--- src/rtl/end_screen_ctrl.sv ---
// End-of-game overlay sequencer: tracks game phase, blinks the result text on
// frame ticks, freezes the score and runs the restart req/ack handshake.
module end_screen_ctrl #(
    parameter int BLINK_FRAMES   = 30,
    parameter int SHOW_FRAMES    = 120,
    parameter int TIMEOUT_FRAMES = 1800,
    parameter int CNT_W          = 11
) (
    input  logic       pclk,
    input  logic       rst_n,
    input  logic       vsync_in,
    input  logic       hit_event,
    input  logic       win_event,
    input  logic       key_start,
    input  logic       restart_ack,
    input  logic [7:0] score_in,
    output logic       game_over,
    output logic       victory,
    output logic [1:0] text_sel,
    output logic [7:0] score_hold,
    output logic       restart_req,
    output logic       busy
);

    typedef enum logic [1:0] {
        ST_IDLE   = 2'd0,
        ST_START  = 2'd1,
        ST_RUN    = 2'd2,
        ST_RESULT = 2'd3
    } state_t;

    localparam int              BW         = $clog2(BLINK_FRAMES + 1);
    localparam logic [CNT_W-1:0] CNT_MAX   = {CNT_W{1'b1}};
    localparam logic [CNT_W-1:0] SHOW_C    = CNT_W'(SHOW_FRAMES);
    localparam logic [CNT_W-1:0] TMO_C     = CNT_W'(TIMEOUT_FRAMES);
    localparam logic [BW-1:0]    BLINK_LAST = BW'(BLINK_FRAMES - 1);
    localparam logic [1:0]       TXT_TITLE = 2'd0;
    localparam logic [1:0]       TXT_NONE  = 2'd1;
    localparam logic [1:0]       TXT_LOSE  = 2'd2;
    localparam logic [1:0]       TXT_WIN   = 2'd3;

    state_t           r_state;
    logic             r_vsync_q;
    logic             r_kind_win;
    logic             r_blink_on;
    logic [CNT_W-1:0] r_frame_cnt;
    logic [BW-1:0]    r_blink_cnt;

    logic             w_tick;
    logic             w_blink_nxt;
    logic [CNT_W-1:0] w_cnt_nxt;
    logic [BW-1:0]    w_bcnt_nxt;

    // Frame tick detection and next frame/blink counters. The blink phase
    // counter wraps every BLINK_FRAMES ticks, i.e. whenever the new frame
    // count is a multiple of BLINK_FRAMES; it freezes once frame_cnt saturates.
    always_comb begin
        w_tick      = vsync_in & ~r_vsync_q;
        w_cnt_nxt   = r_frame_cnt;
        w_bcnt_nxt  = r_blink_cnt;
        w_blink_nxt = r_blink_on;
        if (w_tick && (r_frame_cnt != CNT_MAX)) begin
            w_cnt_nxt = r_frame_cnt + CNT_W'(1);
            if (r_blink_cnt == BLINK_LAST) begin
                w_bcnt_nxt  = {BW{1'b0}};
                w_blink_nxt = ~r_blink_on;
            end else begin
                w_bcnt_nxt  = r_blink_cnt + BW'(1);
                w_blink_nxt = r_blink_on;
            end
        end else begin
            w_cnt_nxt   = r_frame_cnt;
            w_bcnt_nxt  = r_blink_cnt;
            w_blink_nxt = r_blink_on;
        end
    end

    // Phase FSM with all overlay outputs registered alongside the state.
    always_ff @(posedge pclk) begin
        if (!rst_n) begin
            r_state     <= ST_IDLE;
            r_vsync_q   <= 1'b0;
            r_kind_win  <= 1'b0;
            r_blink_on  <= 1'b1;
            r_frame_cnt <= {CNT_W{1'b0}};
            r_blink_cnt <= {BW{1'b0}};
            game_over   <= 1'b0;
            victory     <= 1'b0;
            text_sel    <= TXT_TITLE;
            score_hold  <= 8'd0;
            restart_req <= 1'b0;
            busy        <= 1'b1;
        end else begin
            r_vsync_q <= vsync_in;
            case (r_state)
                ST_IDLE: begin
                    if (key_start) begin
                        r_state     <= ST_START;
                        restart_req <= 1'b1;
                    end else begin
                        r_state     <= ST_IDLE;
                    end
                end
                ST_START: begin
                    if (restart_ack) begin
                        r_state     <= ST_RUN;
                        restart_req <= 1'b0;
                        text_sel    <= TXT_NONE;
                        busy        <= 1'b0;
                    end else begin
                        restart_req <= 1'b1;
                    end
                end
                ST_RUN: begin
                    // A simultaneous hit and win resolves as a loss.
                    if (hit_event || win_event) begin
                        r_state     <= ST_RESULT;
                        r_kind_win  <= ~hit_event;
                        score_hold  <= score_in;
                        r_frame_cnt <= {CNT_W{1'b0}};
                        r_blink_cnt <= {BW{1'b0}};
                        r_blink_on  <= 1'b1;
                        text_sel    <= hit_event ? TXT_LOSE : TXT_WIN;
                        game_over   <= hit_event;
                        victory     <= ~hit_event;
                        busy        <= 1'b1;
                    end else begin
                        r_state     <= ST_RUN;
                    end
                end
                ST_RESULT: begin
                    if (key_start && (r_frame_cnt >= SHOW_C)) begin
                        r_state     <= ST_START;
                        restart_req <= 1'b1;
                        game_over   <= 1'b0;
                        victory     <= 1'b0;
                        text_sel    <= TXT_TITLE;
                    end else if (r_frame_cnt == TMO_C) begin
                        r_state     <= ST_IDLE;
                        game_over   <= 1'b0;
                        victory     <= 1'b0;
                        text_sel    <= TXT_TITLE;
                    end else begin
                        r_frame_cnt <= w_cnt_nxt;
                        r_blink_cnt <= w_bcnt_nxt;
                        r_blink_on  <= w_blink_nxt;
                        game_over   <= ~r_kind_win & w_blink_nxt;
                        victory     <= r_kind_win & w_blink_nxt;
                    end
                end
                default: begin
                    r_state     <= ST_IDLE;
                    game_over   <= 1'b0;
                    victory     <= 1'b0;
                    text_sel    <= TXT_TITLE;
                    restart_req <= 1'b0;
                    busy        <= 1'b1;
                end
            endcase
        end
    end

endmodule

--- config.mk ---
export PLATFORM = sky130hd
export DESIGN_NAME = end_screen_ctrl
export DESIGN_NICKNAME = d
export VERILOG_FILES = /design/src/rtl/end_screen_ctrl.sv
export SDC_FILE = /design/constraint.sdc
export NUM_CORES = 1
export LEC_CHECK = 0
export CORE_MARGIN = 2
export CORE_UTILIZATION = 35
export DETAILED_ROUTE_END_ITERATION = 10
export GPL_TIMING_DRIVEN = 1
export HOLD_SLACK_MARGIN = 0.05
export PLACE_DENSITY = 0.65
export SYNTH_ARGS = -nofsm -noshare
export SYNTH_HDL_FRONTEND = slang
export SYNTH_SLANG_ARGS = --single-unit
--- constraint.sdc ---
create_clock -name pclk -period 2.12 [get_ports pclk]
set_input_delay 0.53 -clock pclk [delete_from_list [all_inputs] [get_ports pclk]]
set_output_delay 0.53 -clock pclk [all_outputs]
set_load 0.01 [all_outputs]
== After elaboration in Yosys (flattened, before gate mapping) ==
Cells that the tools add are included.

* Add/subtract/negate cells: 2
* Order comparisons: 1
* Eq/ne operators: 14
* Multiplexer cells: 42
* Bitwise gates (word level): 7
* Reductions and logical operators: 16

{| class="wikitable"
|+ Operators with widths
! kind !! number
|-
| $mux 11 || 4
|-
| $mux 5 || 5
|-
| $pmux 11 s2 || 1
|-
| $mux 1 || 18
|-
| $ne 2x2->1 const B || 7
|-
| $mux 2 || 6
|-
| $add 11x1->11 const B || 1
|-
| $eq 11x11->1 const B || 1
|-
| $ge 11x7->1 const B || 1
|-
| $ne 11x11->1 const B || 1
|-
| $pmux 5 s2 || 1
|-
| $pmux 1 s2 || 4
|-
| $pmux 2 s4 || 1
|-
| $reduce_and 4->1 || 2
|-
| $pmux 2 s3 || 1
|-
| $reduce_and 2->1 || 3
|-
| $reduce_and 3->1 || 2
|-
| $reduce_bool 3->1 || 2
|-
| $add 5x1->5 const B || 1
|-
| $eq 5x5->1 const B || 1
|-
| $reduce_and 5->1 || 1
|-
| $eq 2x2->1 const B || 2
|-
| $not 1->1 || 4
|-
| $reduce_bool 2->1 || 2
|-
| other kinds (7) || 10
|}

* Flip-flop bits (word level): 35
* Output and inout bits: 14
* Logic and storage cells: 94

== Logic depth before layout (Yosys ltp) ==
Gate-level depths: netlist (run 1).

* Depth in word-level cells: 8
* Gate-level depth with buffers: 10
* Gate-level depth less buffers: 8

== Worst setup path before layout (run 1) ==
No wires, ideal clock.

* Kind: register to register
* Start point: register r_state[0]
* End point: register r_frame_cnt[5]
* Arrival time: 1.920 ns
* Data required time: 2.050 ns
* Slack: 0.130 ns
* Stages on the path, launching flop included: 10
* Cells stage by stage: dfxtp_1 -> inv_1 -> ha_1 -> buf_2 -> o21ai_2 -> or2_2 -> a21boi_2 -> buf_6 -> or3_1 -> a21oi_1

* Cells in the longest elaborated chain, start to end: 3
* Elaborated cells between the ends (all ways): 9
* Classes of those cells: eq/ne: 6; mux: 1; reduce/logical: 2

{| class="wikitable"
|+ RTL lines
! what !! line !! RTL
|-
| from (decl) || 42 || <nowiki>state_t r_state;</nowiki>
|-
| from (signal assigned) || 81 || <nowiki>r_state <= ST_IDLE;</nowiki>
|-
| from (signal assigned) || 98 || <nowiki>r_state <= ST_START;</nowiki>
|-
| from (signal assigned) || 101 || <nowiki>r_state <= ST_IDLE;</nowiki>
|-
| $eq 2x2->1 || 95 || <nowiki>case (r_state)</nowiki>
|-
| $ne 2x2->1 (no source line) or $reduce_bool 2->1 (tied branches) || n/a ||
|-
| $reduce_and 5->1 (no source line) || n/a ||
|-
| to (signal assigned) || 85 || <nowiki>r_frame_cnt <= {CNT_W{1'b0}};</nowiki>
|-
| to (signal assigned) || 120 || <nowiki>r_frame_cnt <= {CNT_W{1'b0}};</nowiki>
|-
| to (signal assigned) || 144 || <nowiki>r_frame_cnt <= w_cnt_nxt;</nowiki>
|-
| to (decl) || 46 || <nowiki>logic [CNT_W-1:0] r_frame_cnt;</nowiki>
|}

Parallel ways exist; a longest one is shown, timed or not.
A chain may end at the register's enable or synchronous reset.

== Worst setup path after layout (run 1) ==
* Start point: register r_frame_cnt[1]
* End point: register r_frame_cnt[6]

* Cells in the longest elaborated chain, start to end: 5
* Elaborated cells between the ends (all ways): 14
* Classes of those cells: add/sub: 1; order compare: 1; eq/ne: 5; mux: 4; reduce/logical: 3

{| class="wikitable"
|+ RTL lines
! what !! line !! RTL
|-
| $add 11x1->11 || 63 || <nowiki>w_cnt_nxt = r_frame_cnt + CNT_W'(1);</nowiki>
|-
| $mux 11 || 62 || <nowiki>if (w_tick && (r_frame_cnt != CNT_MAX)) begin</nowiki>
|-
| $mux 11 || 138 || <nowiki>end else if (r_frame_cnt == TMO_C) begin</nowiki>
|-
| $mux 11 || 132 || <nowiki>if (key_start && (r_frame_cnt >= SHOW_C)) begin</nowiki>
|-
| $pmux 11 s2 || 95 ||
|}

Parallel ways exist; a longest one is shown, timed or not. The select of a mux whose other input is x is not followed.

==> impl_results.html, run 1 <==
<table>
<tr><th>Metric</th><th>Value</th></tr>
<tr><th colspan="2">Clocking</th></tr>
<tr><td>H-tree depth</td><td>2</td></tr>
<tr><td>Buffer type at the clock tree root</td><td>sky130_fd_sc_hd__clkbuf_8</td></tr>
<tr><td>Clk Latency, worst-skew pair</td><td>between 0.2 and 0.3 ns</td></tr>
<tr><td>Largest buffer count on any clock path</td><td>2</td></tr>
<tr><td>CTS clock-pin slew for the worst setup and hold paths</td><td>0.08 ns</td></tr>
<tr><td>Count of hold-fix buffers inserted at cts</td><td>0</td></tr>
<tr><td>Clock sink count</td><td>35</td></tr>
<tr><td>CTS Buf Count</td><td>5</td></tr>
<tr><td>TritonCTS clock tree</td><td>done</td></tr>
<tr><th colspan="2">Timing</th></tr>
<tr><td>Fin Hold WS</td><td>about 0.47 ns</td></tr>
<tr><td>Final hold viol count</td><td>0</td></tr>
<tr><td>Highest attainable clock frequency</td><td>between 500 and 600 MHz</td></tr>
<tr><td>Clock period minus worst slack</td><td>just under 2 ns</td></tr>
<tr><td>Setup Skew</td><td>0.0119 ns</td></tr>
<tr><td>RSZ-0062 raised after global routing</td><td>no</td></tr>
<tr><td>Count of endpoints failing setup in the final report</td><td>0</td></tr>
<tr><td>Max-slew headroom at the worst pin</td><td>between 70 and 80%</td></tr>
<tr><td>Final-report max-slew violation count</td><td>0</td></tr>
<tr><td>Final period util</td><td>93.1%</td></tr>
<tr><td>Measured slew at the worst slew-check pin</td><td>roughly 0.44 ns</td></tr>
<tr><th colspan="2">GRT</th></tr>
<tr><td>Pin count of the biggest net entering global routing</td><td>18</td></tr>
<tr><td>Wire length of the first global-routing pass</td><td>7540 um</td></tr>
<tr><td>Grt ovf</td><td>0</td></tr>
<tr><td>Total GRT Usage</td><td>between 15 and 20%</td></tr>
<tr><td>Via count of the first global-routing pass</td><td>1671</td></tr>
<tr><td>Initial antenna violation count</td><td>0</td></tr>
<tr><th colspan="2">Min path</th></tr>
<tr><td>Worst Hold Endpoint</td><td>score_hold[2]$_SDFFE_PN0P_</td></tr>
<tr><td>Worst Hold Launch</td><td>score_hold[2]$_SDFFE_PN0P_</td></tr>
<tr><td>WHS Path Cells</td><td>2</td></tr>
<tr><td>Worst min-delay path category</td><td>register to register</td></tr>
<tr><th colspan="2">Floorplan</th></tr>
<tr><td>Die Width</td><td>77.2 um</td></tr>
<tr><td>I/O pins</td><td>29</td></tr>
<tr><td>DIE AREA</td><td>about 6000 um^2</td></tr>
<tr><td>Core footprint</td><td>a little over 5000 um^2</td></tr>
<tr><td>Row Count</td><td>26</td></tr>
<tr><td>Starting density of the core</td><td>between 30% and 40%</td></tr>
<tr><td>Vert. Die Dim</td><td>a little under 80 um</td></tr>
<tr><th colspan="2">Placed design</th></tr>
<tr><td>DP Area</td><td>between 2000 and 2500 um^2</td></tr>
<tr><td>Number of port buffers</td><td>28</td></tr>
<tr><td>Placer congestion estimate</td><td>between 0.8 and 0.9</td></tr>
<tr><td>Half-perimeter wire length after placement</td><td>~3200 um</td></tr>
<tr><th colspan="2">Cells and area</th></tr>
<tr><td>Proportion of layout cells with a drive suffix above 1</td><td>~18%</td></tr>
<tr><td>Area growth, synth to finish</td><td>35.2%</td></tr>
<tr><td>Final core utilization</td><td>about 49%</td></tr>
<tr><td>Antenna diode count</td><td>0</td></tr>
<tr><td>Cell area after layout</td><td>2530 um^2</td></tr>
<tr><td>Number of nets at the end of the flow</td><td>300</td></tr>
<tr><th colspan="2">Yosys</th></tr>
<tr><td>Yosys cell types</td><td>53</td></tr>
<tr><td>Count of flip-flops with a built-in enable after synthesis</td><td>0</td></tr>
<tr><td>Fraction of the yosys area taken by sequential cells</td><td>a little under two fifths</td></tr>
<tr><td>Ys Warns</td><td>0</td></tr>
<tr><td>Syn Nets</td><td>approximately 250</td></tr>
<tr><td>Post-synthesis instance total</td><td>between 200 and 250</td></tr>
<tr><td>Average instance area after synthesis</td><td>8.44 um^2</td></tr>
<tr><td>Count of state elements after synthesis</td><td>35</td></tr>
<tr><td>Dominant register cell in the synthesized netlist</td><td>sky130_fd_sc_hd__dfxtp_1</td></tr>
<tr><td>Area share of the largest cell type after synthesis</td><td>a little under two fifths</td></tr>
<tr><td>Synthesized area</td><td>approximately 1900 um^2</td></tr>
<tr><td>Library cell with the highest instance count after synthesis</td><td>sky130_fd_sc_hd__dfxtp_1</td></tr>
<tr><td>Largest area contributor in the netlist</td><td>sky130_fd_sc_hd__dfxtp_1</td></tr>
<tr><td>Cells taking the most area after synthesis</td><td>sky130_fd_sc_hd__dfxtp_1 (37%), sky130_fd_sc_hd__ha_1 (6.0%), sky130_fd_sc_hd__nand2_1 (5.8%), sky130_fd_sc_hd__a21oi_1 (4.3%), sky130_fd_sc_hd__a21boi_0 (4.0%)</td></tr>
<tr><td>Share of synthesized flip-flops with an asynchronous set or reset</td><td>0%</td></tr>
<tr><td>Top cell types by occurrence after synthesis</td><td>sky130_fd_sc_hd__dfxtp_1 (35), sky130_fd_sc_hd__nand2_1 (29), sky130_fd_sc_hd__a21oi_1 (16), sky130_fd_sc_hd__o21ai_0 (14), sky130_fd_sc_hd__nor2_1 (13)</td></tr>
<tr><th colspan="2">Critical path</th></tr>
<tr><td>Critical R2R Capture</td><td>r_frame_cnt[6]$_SDFFE_PN0P_</td></tr>
<tr><td>Critical setup path kind</td><td>register to register</td></tr>
<tr><td>Endpoint class of the critical path</td><td>register</td></tr>
<tr><td>CP Launch Type</td><td>register</td></tr>
<tr><td>Largest fanout of any net on the critical path</td><td>16</td></tr>
<tr><td>Path depth of the worst reg2reg path</td><td>8</td></tr>
<tr><td>WP data required</td><td>2.34 ns</td></tr>
<tr><td>Crit Reg-Reg Startpoint</td><td>r_frame_cnt[1]$_SDFFE_PN0P_</td></tr>
<tr><td>Crit path arrival time</td><td>approximately 2.2 ns</td></tr>
<tr><td>Minimum setup slack among reg-to-reg paths</td><td>0.15 ns</td></tr>
<tr><th colspan="2">Routing</th></tr>
<tr><td>Vias per Instance</td><td>4.99</td></tr>
<tr><td>Total detailed-routing wirelength</td><td>roughly 4300 um</td></tr>
<tr><td>Number of design rule violations left after detail routing</td><td>0</td></tr>
<tr><td>Pre-Repair DR Iteration Count</td><td>4</td></tr>
<tr><td>Average detailed-routed wire length per instance</td><td>12.3 um</td></tr>
<tr><td>Number of nets with antenna violations after routing</td><td>0</td></tr>
<tr><td>Detailed-route via count</td><td>1732</td></tr>
<tr><td>1st-iter DRT viols</td><td>81</td></tr>
<tr><th colspan="2">Power and ir drop</th></tr>
<tr><td>Leak</td><td>between 0.9 and 1 nW</td></tr>
<tr><td>Post-layout total power</td><td>between 2 and 2.5 mW</td></tr>
<tr><td>Worst VDD drop</td><td>roughly 0.00064 V</td></tr>
<tr><td>Cell Pwr Density</td><td>between 800 and 900 nW/um^2</td></tr>
<tr><th colspan="2">Flow run</th></tr>
<tr><td>Maximum Capacitance Violations</td><td>0</td></tr>
<tr><th colspan="2">Outcome</th></tr>
<tr><td>Run status</td><td>finished clean</td></tr>
</table>
cells by family (layout without fill, tap and decap cells):
| group | after synthesis | in the layout | share of synthesized area, % |
|---|---|---|---|
| mux | 3 | 3 | 1.60 |
| xor+xnor | 1 | 1 | 0.468 |
| fa+ha+maj | 9 | 9 | 6.01 |
| buf+inv | 20 | 75 | 5.81 |
| flops | 35 | 35 | 37.4 |
| simple gates | 91 | 91 | 25.7 |
| compound gates | 63 | 63 | 23.0 |
flip-flops by register name, indices dropped and copies added (netlist names):
register,flops
r_frame_cnt,11
victory,1
r_kind_win,1
r_state,2
r_blink_on,1
r_blink_cnt,5
restart_req,1
game_over,1
r_vsync_q,1
score_hold,8
text_sel,2
busy,1
worst max-delay path by stage:
stage	from	end	slack, ns
floorplan	r_state[0]$_SDFFE_PN0P_	r_frame_cnt[5]$_SDFFE_PN0P_	0.13
global placement	hit_event	r_blink_cnt[1]$_SDFFE_PN0P_	-0.26
detailed placement	hit_event	r_frame_cnt[6]$_SDFFE_PN0P_	-0.31
CTS	win_event	r_frame_cnt[6]$_SDFFE_PN0P_	0.007
global route	r_frame_cnt[1]$_SDFFE_PN0P_	r_frame_cnt[6]$_SDFFE_PN0P_	0.01
finish	r_frame_cnt[1]$_SDFFE_PN0P_	r_frame_cnt[6]$_SDFFE_PN0P_	0.15
final cells by class:
cell class / count / area (um^2)
fill: 534 / 2610
tap: 70 / 87.6
clock inverter: 3 / 43.8
timing repair buffer: 55 / 487
multi-input combinational: 167 / 1100
sequential: 35 / 701
clock buffer: 5 / 68.8
inverter: 12 / 45.0
power breakdown:
part           total (mW)  leakage [nW]  internal [mW]  switching, mW
combinational       0.708         0.630          0.356          0.352
sequential          0.784         0.284          0.735         0.0491
clock               0.609        0.0581          0.350          0.259
metal layers:
metal | vias to the layer above | track usage (%) | routed length (um)
met5 | - | 0 | 0
met4 | 0 | 5.18 | 52
met3 | 8 | 4.35 | 222
met2 | 32 | 25.3 | 2000
met1 | 792 | 19.8 | 1990
li1 | 900 | - | -
per-stage QoR:
step	instances	TNS (ns)	setup WS, ns
2_1_floorplan	222	0	0.130
3_3_place_gp	336	-2.55	-0.261
3_5_place_dp	336	-3.02	-0.315
4_1_cts	344	0	0.00711
5_1_grt	347	0	0.0143
6_report	347	0	0.146
worst max-delay path, stage by stage (launching register included):
cell and delay (ns):
sky130_fd_sc_hd__dfxtp_1 0.41, sky130_fd_sc_hd__inv_1 0.10, sky130_fd_sc_hd__ha_1 0.19, sky130_fd_sc_hd__nor4b_4 0.14, sky130_fd_sc_hd__a31oi_4 0.24, sky130_fd_sc_hd__a21boi_2 0.08, sky130_fd_sc_hd__buf_4 0.18, sky130_fd_sc_hd__or4_1 0.39
sky130_fd_sc_hd__a21oi_1 0.15
cells in the final DEF (no fill, tap or decap), types with 8 or more instances in the layout:
cell type,n
sky130_fd_sc_hd__dfxtp_1,35
sky130_fd_sc_hd__nand2_1,29
sky130_fd_sc_hd__buf_4,27
sky130_fd_sc_hd__clkdlybuf4s50_1,25
sky130_fd_sc_hd__a21oi_1,16
sky130_fd_sc_hd__o21ai_0,14
sky130_fd_sc_hd__nor2_1,13
sky130_fd_sc_hd__inv_1,11
sky130_fd_sc_hd__nand3_1,10
sky130_fd_sc_hd__a21boi_0,10
sky130_fd_sc_hd__or3_1,8
sky130_fd_sc_hd__ha_1,8
repair_timing:
action                     in CTS  in global routing
setup buffers                   0                  3
gates resized for setup         1                  8
pin swaps                       0                  2
setup endpoints to repair       1                 16
No activity file was read; power rests on OpenSTA's default activity.
==> run 2: changes to the inputs <==
--- a/config.mk
+++ b/config.mk
@@ -5,12 +5,14 @@
 export SDC_FILE = /design/constraint.sdc
 export NUM_CORES = 1
 export LEC_CHECK = 0
+export CAP_MARGIN = 0
 export CORE_MARGIN = 2
 export CORE_UTILIZATION = 35
 export DETAILED_ROUTE_END_ITERATION = 10
 export GPL_TIMING_DRIVEN = 1
 export HOLD_SLACK_MARGIN = 0.05
 export PLACE_DENSITY = 0.65
+export SKIP_CTS_REPAIR_TIMING = 1
 export SYNTH_ARGS = -nofsm -noshare
 export SYNTH_HDL_FRONTEND = slang
 export SYNTH_SLANG_ARGS = --single-unit
==> run 2 against run 1 <==
Compared with the run above: wire length hardly changed; sequential share of layout area barely moved; critical path depth is the same; largest cell class unchanged; die area did not move; utilization increased by 0.073 points; first-iteration DRC count is 9.9% lower; design area grew 0.15%; critical endpoint unchanged; fmax about the same; register-to-register slack hardly changed.
==> impl_results.html, run 2 (same netlist as run 1, synthesis figures left out) <==
<table>
<tr><th>Metric</th><th>Value</th></tr>
<tr><th colspan="2">Outcome</th></tr>
<tr><td>Run status</td><td>finished clean</td></tr>
<tr><th colspan="2">Min path</th></tr>
<tr><td>Worst min-delay path category</td><td>register to register</td></tr>
<tr><th colspan="2">Timing</th></tr>
<tr><td>Measured slew at the worst slew-check pin</td><td>~0.44 ns</td></tr>
<tr><td>Final period util</td><td>93.1%</td></tr>
<tr><td>Final hold viol count</td><td>0</td></tr>
<tr><td>Final-report max-slew violation count</td><td>0</td></tr>
<tr><td>Clock period minus worst slack</td><td>between 1.5 and 2 ns</td></tr>
<tr><td>Fin Hold WS</td><td>about 0.47 ns</td></tr>
<tr><td>RSZ-0062 raised after global routing</td><td>no</td></tr>
<tr><td>Max-slew headroom at the worst pin</td><td>between 70% and 80%</td></tr>
<tr><td>Setup Skew</td><td>0.0119 ns</td></tr>
<tr><td>Highest attainable clock frequency</td><td>about 500 MHz</td></tr>
<tr><td>Count of endpoints failing setup in the final report</td><td>0</td></tr>
<tr><td>Final worst slack</td><td>0.146 ns</td></tr>
<tr><td>Total Negative Setup Slacks</td><td>0 ns</td></tr>
<tr><th colspan="2">Placed design</th></tr>
<tr><td>Placer congestion estimate</td><td>between 0.8 and 0.9</td></tr>
<tr><td>Minimum setup slack after placement</td><td>-0.315 ns</td></tr>
<tr><td>Number of port buffers</td><td>28</td></tr>
<tr><td>Half-perimeter wire length after placement</td><td>around 3200 um</td></tr>
<tr><th colspan="2">Cells and area</th></tr>
<tr><td>Final core utilization</td><td>between 40% and 50%</td></tr>
<tr><td>Largest register by flop count</td><td>r_frame_cnt</td></tr>
<tr><td>Largest registers in the final layout</td><td>r_frame_cnt (11), score_hold (8), r_blink_cnt (5)</td></tr>
<tr><td>Proportion of layout cells with a drive suffix above 1</td><td>about 18%</td></tr>
<tr><td>Filler cells</td><td>around 530</td></tr>
<tr><td>Area growth, synth to finish</td><td>35.4%</td></tr>
<tr><td>Number of nets at the end of the flow</td><td>300</td></tr>
<tr><td>Antenna diode count</td><td>0</td></tr>
<tr><td>Leading cell types in the layout, fill and taps excluded</td><td>sky130_fd_sc_hd__dfxtp_1 (35), sky130_fd_sc_hd__nand2_1 (29), sky130_fd_sc_hd__buf_4 (27)</td></tr>
<tr><td>Max reg flops</td><td>11</td></tr>
<tr><td>Most common library cell in the layout ignoring fill and taps</td><td>sky130_fd_sc_hd__dfxtp_1</td></tr>
<tr><th colspan="2">Critical path</th></tr>
<tr><td>Crit-path leading delay family</td><td>simple AND/OR/NAND/NOR gates</td></tr>
<tr><td>Critical path destination</td><td>r_frame_cnt[6]$_SDFFE_PN0P_</td></tr>
<tr><td>Critical path cell sequence</td><td>inv_1, ha_1, nor4b_4, a31oi_4, a21boi_2, buf_4, or4_1, a21oi_1</td></tr>
<tr><td>Endpoint class of the critical path</td><td>register</td></tr>
<tr><td>Critical path's slowest cell</td><td>sky130_fd_sc_hd__dfxtp_1</td></tr>
<tr><td>Path depth of the worst reg2reg path</td><td>8</td></tr>
<tr><td>Worst path bufs/invs</td><td>2</td></tr>
<tr><td>Crit Reg-Reg Startpoint</td><td>r_frame_cnt[1]$_SDFFE_PN0P_</td></tr>
<tr><td>Largest fanout of any net on the critical path</td><td>16</td></tr>
<tr><td>Critical path startpoint</td><td>r_frame_cnt[1]$_SDFFE_PN0P_</td></tr>
<tr><td>Critical setup path kind</td><td>register to register</td></tr>
<tr><td>Slowest cell delay on critical path</td><td>around 0.41 ns</td></tr>
<tr><td>Critical Path Stages</td><td>8</td></tr>
<tr><td>Critical R2R Capture</td><td>r_frame_cnt[6]$_SDFFE_PN0P_</td></tr>
<tr><td>WP data required</td><td>~2.3 ns</td></tr>
<tr><td>Minimum setup slack among reg-to-reg paths</td><td>between 0.1 and 0.15 ns</td></tr>
<tr><td>Crit path arrival time</td><td>around 2.2 ns</td></tr>
<tr><td>CP Launch Type</td><td>register</td></tr>
<tr><th colspan="2">GRT</th></tr>
<tr><td>Initial antenna violation count</td><td>0</td></tr>
<tr><td>Via count of the first global-routing pass</td><td>between 1500 and 2000</td></tr>
<tr><td>Global-route track usage on met1</td><td>between 10% and 20%</td></tr>
<tr><td>Wire length of the first global-routing pass</td><td>7530 um</td></tr>
<tr><td>Met2 layer usage reported by global route</td><td>about a quarter</td></tr>
<tr><td>Grt ovf</td><td>0</td></tr>
<tr><td>Pin count of the biggest net entering global routing</td><td>18</td></tr>
<tr><td>Most crowded layer after global routing</td><td>met2</td></tr>
<tr><td>Met3 track utilization from global routing</td><td>between 4 and 5%</td></tr>
<tr><td>Total GRT Usage</td><td>about 16%</td></tr>
<tr><th colspan="2">Clocking</th></tr>
<tr><td>TritonCTS clock tree</td><td>done</td></tr>
<tr><td>CTS Buf Count</td><td>5</td></tr>
<tr><td>Largest buffer count on any clock path</td><td>2</td></tr>
<tr><td>Clk Latency, worst-skew pair</td><td>just under 0.3 ns</td></tr>
<tr><td>Clock sink count</td><td>35</td></tr>
<tr><td>H-tree depth</td><td>2</td></tr>
<tr><td>CTS clock-pin slew for the worst setup and hold paths</td><td>about 0.080 ns</td></tr>
<tr><td>Buffer type at the clock tree root</td><td>sky130_fd_sc_hd__clkbuf_8</td></tr>
<tr><th colspan="2">Power and ir drop</th></tr>
<tr><td>Post-layout total power</td><td>approximately 2.1 mW</td></tr>
<tr><td>Leak</td><td>around 0.98 nW</td></tr>
<tr><td>Worst VDD drop</td><td>0.000638 V</td></tr>
<tr><td>Cell Pwr Density</td><td>829 nW/um^2</td></tr>
<tr><th colspan="2">Floorplan</th></tr>
<tr><td>Vert. Die Dim</td><td>between 70 and 80 um</td></tr>
<tr><td>Die Width</td><td>approximately 77 um</td></tr>
<tr><td>I/O pins</td><td>29</td></tr>
<tr><td>Starting density of the core</td><td>36.4%</td></tr>
<tr><td>Core footprint</td><td>approximately 5100 um^2</td></tr>
<tr><td>Row Count</td><td>26</td></tr>
<tr><td>DIE AREA</td><td>5950 um^2</td></tr>
<tr><th colspan="2">Routing</th></tr>
<tr><td>Vias per Instance</td><td>4.99</td></tr>
<tr><td>Pre-Repair DR Iteration Count</td><td>4</td></tr>
<tr><td>Number of design rule violations left after detail routing</td><td>0</td></tr>
<tr><td>Detailed-route via count</td><td>~1700</td></tr>
<tr><td>Average detailed-routed wire length per instance</td><td>12.3 um</td></tr>
<tr><td>1st-iter DRT viols</td><td>73</td></tr>
<tr><td>Number of nets with antenna violations after routing</td><td>0</td></tr>
<tr><td>Total detailed-routing wirelength</td><td>roughly 4300 um</td></tr>
<tr><th colspan="2">Flow run</th></tr>
<tr><td>Maximum Capacitance Violations</td><td>0</td></tr>
</table>
## run 2: cell types whose count changed in the layout (fill, tap and decap cells not counted)
cell / delta
sky130_fd_sc_hd__dlymetal6s2s_1: +1
sky130_fd_sc_hd__dlygate4sd2_1: -1
## run 2: how the worst min path moves through the flow
stage,slack [ns],to,cells past startpoint,startpoint
after floorplan,0.46,r_blink_cnt[1]$_SDFFE_PN0P_,2,r_blink_cnt[1]$_SDFFE_PN0P_
after global placement,0.45,score_hold[6]$_SDFFE_PN0P_,2,score_hold[6]$_SDFFE_PN0P_
after detailed placement,0.46,score_hold[6]$_SDFFE_PN0P_,2,score_hold[6]$_SDFFE_PN0P_
after CTS,0.47,score_hold[1]$_SDFFE_PN0P_,2,score_hold[1]$_SDFFE_PN0P_
after global routing,0.49,score_hold[7]$_SDFFE_PN0P_,2,score_hold[7]$_SDFFE_PN0P_
final,0.47,score_hold[2]$_SDFFE_PN0P_,2,score_hold[2]$_SDFFE_PN0P_
## run 2: worst register-to-register path: stages, from the launching register on
cell,delay (ns)
sky130_fd_sc_hd__dfxtp_1,0.41
sky130_fd_sc_hd__inv_1,0.10
sky130_fd_sc_hd__ha_1,0.19
sky130_fd_sc_hd__nor4b_4,0.14
sky130_fd_sc_hd__a31oi_4,0.24
sky130_fd_sc_hd__a21boi_2,0.08
sky130_fd_sc_hd__buf_4,0.18
sky130_fd_sc_hd__or4_1,0.40
sky130_fd_sc_hd__a21oi_1,0.15
## run 2: cell type report
type                    count  area, um^2  area share, %
multi-input cells         167        1100           43.4
inverters                  12        45.0           1.78
well taps                  70        87.6           3.45
clock inverters             3        43.8           1.73
repair buffers             55         490           19.3
clock buffers               5        68.8           2.71
flip-flops and latches     35         701           27.6
## run 2: layer usage
metal	vias to the layer above	part of all wire [%]
met2	32	47
met5	-	0
met1	790	47
li1	900	-
met4	0	1.2
met3	8	5.2
## run 2: metrics by stage
step	std cells	area (um^2)
2_1_floorplan	222	1870
3_3_place_gp	336	2360
3_5_place_dp	336	2360
4_1_cts	344	2470
5_1_grt	347	2540
6_report	347	2540
## run 2: where the power goes
part	total [mW]	switching (mW)	internal, mW
registers	0.784	0.0491	0.735
clock network	0.610	0.259	0.350
logic	0.709	0.352	0.356
==> run 3: changes to the inputs <==
--- a/config.mk
+++ b/config.mk
@@ -7,12 +7,13 @@
 export LEC_CHECK = 0
 export CAP_MARGIN = 0
 export CORE_MARGIN = 2
-export CORE_UTILIZATION = 35
+export CORE_UTILIZATION = 48
 export DETAILED_ROUTE_END_ITERATION = 10
 export GPL_TIMING_DRIVEN = 1
 export HOLD_SLACK_MARGIN = 0.05
-export PLACE_DENSITY = 0.65
+export PLACE_DENSITY = 0.82
 export SKIP_CTS_REPAIR_TIMING = 1
+export SLEW_MARGIN = 20
 export SYNTH_ARGS = -nofsm -noshare
 export SYNTH_HDL_FRONTEND = slang
 export SYNTH_SLANG_ARGS = --single-unit
==> run 3 against run 2 <==
Compared with the run above: clock-buffer cell count is 1 higher; final cell count fell by 6.9%; clock power decreased by 23%; fmax shrank 2.9%.
==> impl_results.html, run 3 (same netlist as run 1, synthesis figures left out) <==
<table>
<tr><th>Metric</th><th>Value</th></tr>
<tr><th colspan="2">Critical path</th></tr>
<tr><td>Endpoint class of the critical path</td><td>register</td></tr>
<tr><td>CP Launch Type</td><td>register</td></tr>
<tr><td>Critical R2R Capture</td><td>r_blink_cnt[1]$_SDFFE_PN0P_</td></tr>
<tr><td>Path depth of the worst reg2reg path</td><td>8</td></tr>
<tr><td>Minimum setup slack among reg-to-reg paths</td><td>roughly 0.086 ns</td></tr>
<tr><td>Critical path startpoint</td><td>r_frame_cnt[0]$_SDFFE_PN0P_</td></tr>
<tr><td>Crit path arrival time</td><td>around 2.3 ns</td></tr>
<tr><td>WP data required</td><td>roughly 2.3 ns</td></tr>
<tr><td>Largest fanout of any net on the critical path</td><td>5</td></tr>
<tr><td>Critical setup path kind</td><td>register to register</td></tr>
<tr><td>Crit Reg-Reg Startpoint</td><td>r_frame_cnt[0]$_SDFFE_PN0P_</td></tr>
<tr><th colspan="2">Floorplan</th></tr>
<tr><td>I/O pins</td><td>29</td></tr>
<tr><td>Row Count</td><td>22</td></tr>
<tr><td>Vert. Die Dim</td><td>about 66 um</td></tr>
<tr><td>Die Width</td><td>66.5 um</td></tr>
<tr><td>Core footprint</td><td>3720 um^2</td></tr>
<tr><td>Starting density of the core</td><td>a little over 50%</td></tr>
<tr><td>DIE AREA</td><td>4420 um^2</td></tr>
<tr><th colspan="2">Cells and area</th></tr>
<tr><td>Largest registers in the final layout</td><td>r_frame_cnt (11), score_hold (8), r_blink_cnt (5)</td></tr>
<tr><td>Area growth, synth to finish</td><td>31.5%</td></tr>
<tr><td>Final Non-Filler Cells</td><td>323</td></tr>
<tr><td>Antenna diode count</td><td>0</td></tr>
<tr><td>Largest register by flop count</td><td>r_frame_cnt</td></tr>
<tr><td>Proportion of layout cells with a drive suffix above 1</td><td>18.2%</td></tr>
<tr><td>Leading cell types in the layout, fill and taps excluded</td><td>sky130_fd_sc_hd__dfxtp_1 (34), sky130_fd_sc_hd__nand2_1 (29), sky130_fd_sc_hd__clkdlybuf4s50_1 (26)</td></tr>
<tr><td>Max reg flops</td><td>11</td></tr>
<tr><td>Most common library cell in the layout ignoring fill and taps</td><td>sky130_fd_sc_hd__dfxtp_1</td></tr>
<tr><td>Number of nets at the end of the flow</td><td>298</td></tr>
<tr><th colspan="2">Min path</th></tr>
<tr><td>Worst min-delay path category</td><td>register to register</td></tr>
<tr><td>Worst Hold Launch</td><td>score_hold[3]$_SDFFE_PN0P_</td></tr>
<tr><td>Worst Hold Endpoint</td><td>score_hold[3]$_SDFFE_PN0P_</td></tr>
<tr><td>WHS Path Cells</td><td>2</td></tr>
<tr><th colspan="2">Clocking</th></tr>
<tr><td>TritonCTS clock tree</td><td>done</td></tr>
<tr><td>CTS Buf Count</td><td>5</td></tr>
<tr><td>CTS clock-pin slew for the worst setup and hold paths</td><td>approximately 0.070 ns</td></tr>
<tr><td>Clk Latency, worst-skew pair</td><td>0.29 ns</td></tr>
<tr><td>Clock sink count</td><td>35</td></tr>
<tr><td>H-tree depth</td><td>2</td></tr>
<tr><td>Buffer type at the clock tree root</td><td>sky130_fd_sc_hd__clkbuf_8</td></tr>
<tr><td>Largest buffer count on any clock path</td><td>2</td></tr>
<tr><th colspan="2">Flow run</th></tr>
<tr><td>Maximum Capacitance Violations</td><td>0</td></tr>
<tr><th colspan="2">Power and ir drop</th></tr>
<tr><td>Logic pwr share</td><td>a little under two fifths</td></tr>
<tr><td>Switching power of the nets</td><td>about 0.65 mW</td></tr>
<tr><td>Leak</td><td>between 0.9 and 1 nW</td></tr>
<tr><td>Pint</td><td>around 1.3 mW</td></tr>
<tr><td>Switching Share</td><td>about 32%</td></tr>
<tr><td>Post-layout total power</td><td>1.99 mW</td></tr>
<tr><td>Worst VDD drop</td><td>0.000536 V</td></tr>
<tr><td>Part of the power in registers</td><td>39.1%</td></tr>
<tr><td>Fraction of power consumed by the clock network</td><td>roughly a quarter</td></tr>
<tr><td>Cell Pwr Density</td><td>806 nW/um^2</td></tr>
<tr><th colspan="2">Placed design</th></tr>
<tr><td>Placed Instances</td><td>roughly 320</td></tr>
<tr><td>Number of port buffers</td><td>28</td></tr>
<tr><td>Placer congestion estimate</td><td>about 0.82</td></tr>
<tr><td>Half-perimeter wire length after placement</td><td>slightly above 3000 um</td></tr>
<tr><th colspan="2">Routing</th></tr>
<tr><td>Number of nets with antenna violations after routing</td><td>0</td></tr>
<tr><td>Vias per Instance</td><td>about 5.5</td></tr>
<tr><td>Number of design rule violations left after detail routing</td><td>0</td></tr>
<tr><td>1st-iter DRT viols</td><td>87</td></tr>
<tr><td>Detailed-route via count</td><td>1762</td></tr>
<tr><td>Average detailed-routed wire length per instance</td><td>~13 um</td></tr>
<tr><td>Total detailed-routing wirelength</td><td>roughly 4200 um</td></tr>
<tr><td>Pre-Repair DR Iteration Count</td><td>4</td></tr>
<tr><th colspan="2">Timing</th></tr>
<tr><td>Max-slew headroom at the worst pin</td><td>66.4%</td></tr>
<tr><td>Measured slew at the worst slew-check pin</td><td>0.502 ns</td></tr>
<tr><td>Final-report max-slew violation count</td><td>0</td></tr>
<tr><td>Count of endpoints failing setup in the final report</td><td>0</td></tr>
<tr><td>Final hold viol count</td><td>0</td></tr>
<tr><td>Setup Skew</td><td>just under 0.006 ns</td></tr>
<tr><td>Total Negative Setup Slacks</td><td>0 ns</td></tr>
<tr><td>Highest attainable clock frequency</td><td>between 400 and 500 MHz</td></tr>
<tr><td>Final period util</td><td>between 90% and 100%</td></tr>
<tr><td>Clock period minus worst slack</td><td>2.03 ns</td></tr>
<tr><th colspan="2">GRT</th></tr>
<tr><td>Via count of the first global-routing pass</td><td>1727</td></tr>
<tr><td>Wire length of the first global-routing pass</td><td>around 7200 um</td></tr>
<tr><td>Pin count of the biggest net entering global routing</td><td>18</td></tr>
<tr><td>Grt ovf</td><td>0</td></tr>
<tr><td>Initial antenna violation count</td><td>0</td></tr>
<tr><td>Total GRT Usage</td><td>between 20% and 30%</td></tr>
<tr><th colspan="2">Outcome</th></tr>
<tr><td>Run status</td><td>finished clean</td></tr>
</table>
run 3: cell count changes in the layout (fill, tap and decap cells not counted), sizes merged:
cell,delta
clkdlybuf4s50,+1
bufinv,-1
dlymetal6s2s,-1
clkbuf,+1
clkinvlp,+1
buf,-2
clkinv,-1
run 3: power groups by stage:
stage	sequential, mW	clock, mW	combinational, mW
after global placement	0.787	0	0.715
after global routing	0.786	0.508	0.834
after CTS	0.775	0.482	0.740
after floorplan	0.817	0	0.383
after detailed placement	0.790	0	0.733
final	0.775	0.468	0.742
run 3: worst max-delay path by stage:
| stage | end | slack (ns) | depth (start not counted) |
|---|---|---|---|
| after floorplan | r_frame_cnt[5]$_SDFFE_PN0P_ | 0.13 | 9 |
| after global placement | r_frame_cnt[6]$_SDFFE_PN0P_ | -0.25 | 7 |
| after detailed placement | r_blink_cnt[1]$_SDFFE_PN0P_ | -0.30 | 7 |
| after CTS | r_blink_cnt[1]$_SDFFE_PN0P_ | 0.002 | 7 |
| after global routing | r_frame_cnt[6]$_SDFFE_PN0P_ | -0.002 | 8 |
| final | r_blink_cnt[1]$_SDFFE_PN0P_ | 0.09 | 8 |
run 3: area by class of cell:
class / instances / area, um^2
tap: 48 / 60.1
inverter: 12 / 45.0
clock buffer: 6 / 72.6
sequential: 35 / 702
timing repair buffer: 53 / 473
clock inverter: 2 / 12.5
fill: 298 / 1250
multi-input combinational: 167 / 1100
run 3: worst max-delay path, stage by stage, from the launching register on:
cell                       delay (ns)
sky130_fd_sc_hd__dfxtp_1         0.41
sky130_fd_sc_hd__inv_1           0.10
sky130_fd_sc_hd__ha_1            0.21
sky130_fd_sc_hd__nor4b_4         0.14
sky130_fd_sc_hd__a31oi_4         0.26
sky130_fd_sc_hd__a21boi_2        0.09
sky130_fd_sc_hd__buf_4           0.14
sky130_fd_sc_hd__or3_2           0.44
sky130_fd_sc_hd__a21boi_1        0.17
run 3: through the flow:
stage | worst slack (ns) | cell area [um^2] | hold WS, ns | util [%]
6_report | 0.0863 | 2460 | 0.465 | 66.3
5_1_grt | -0.00202 | 2460 | 0.506 | 66.3
4_1_cts | 0.00198 | 2420 | 0.466 | 65.2
3_5_place_dp | -0.303 | 2340 | 0.459 | 62.9
3_3_place_gp | -0.255 | 2340 | 0.449 | 62.9
2_1_floorplan | 0.130 | 1870 | 0.461 | -
run 3: layer usage:
layer	wire (um)	GRT usage, %
met1	1950	24.4
met2	2040	37.6
met3	174	5.91
met4	29	6.63
met5	0	0
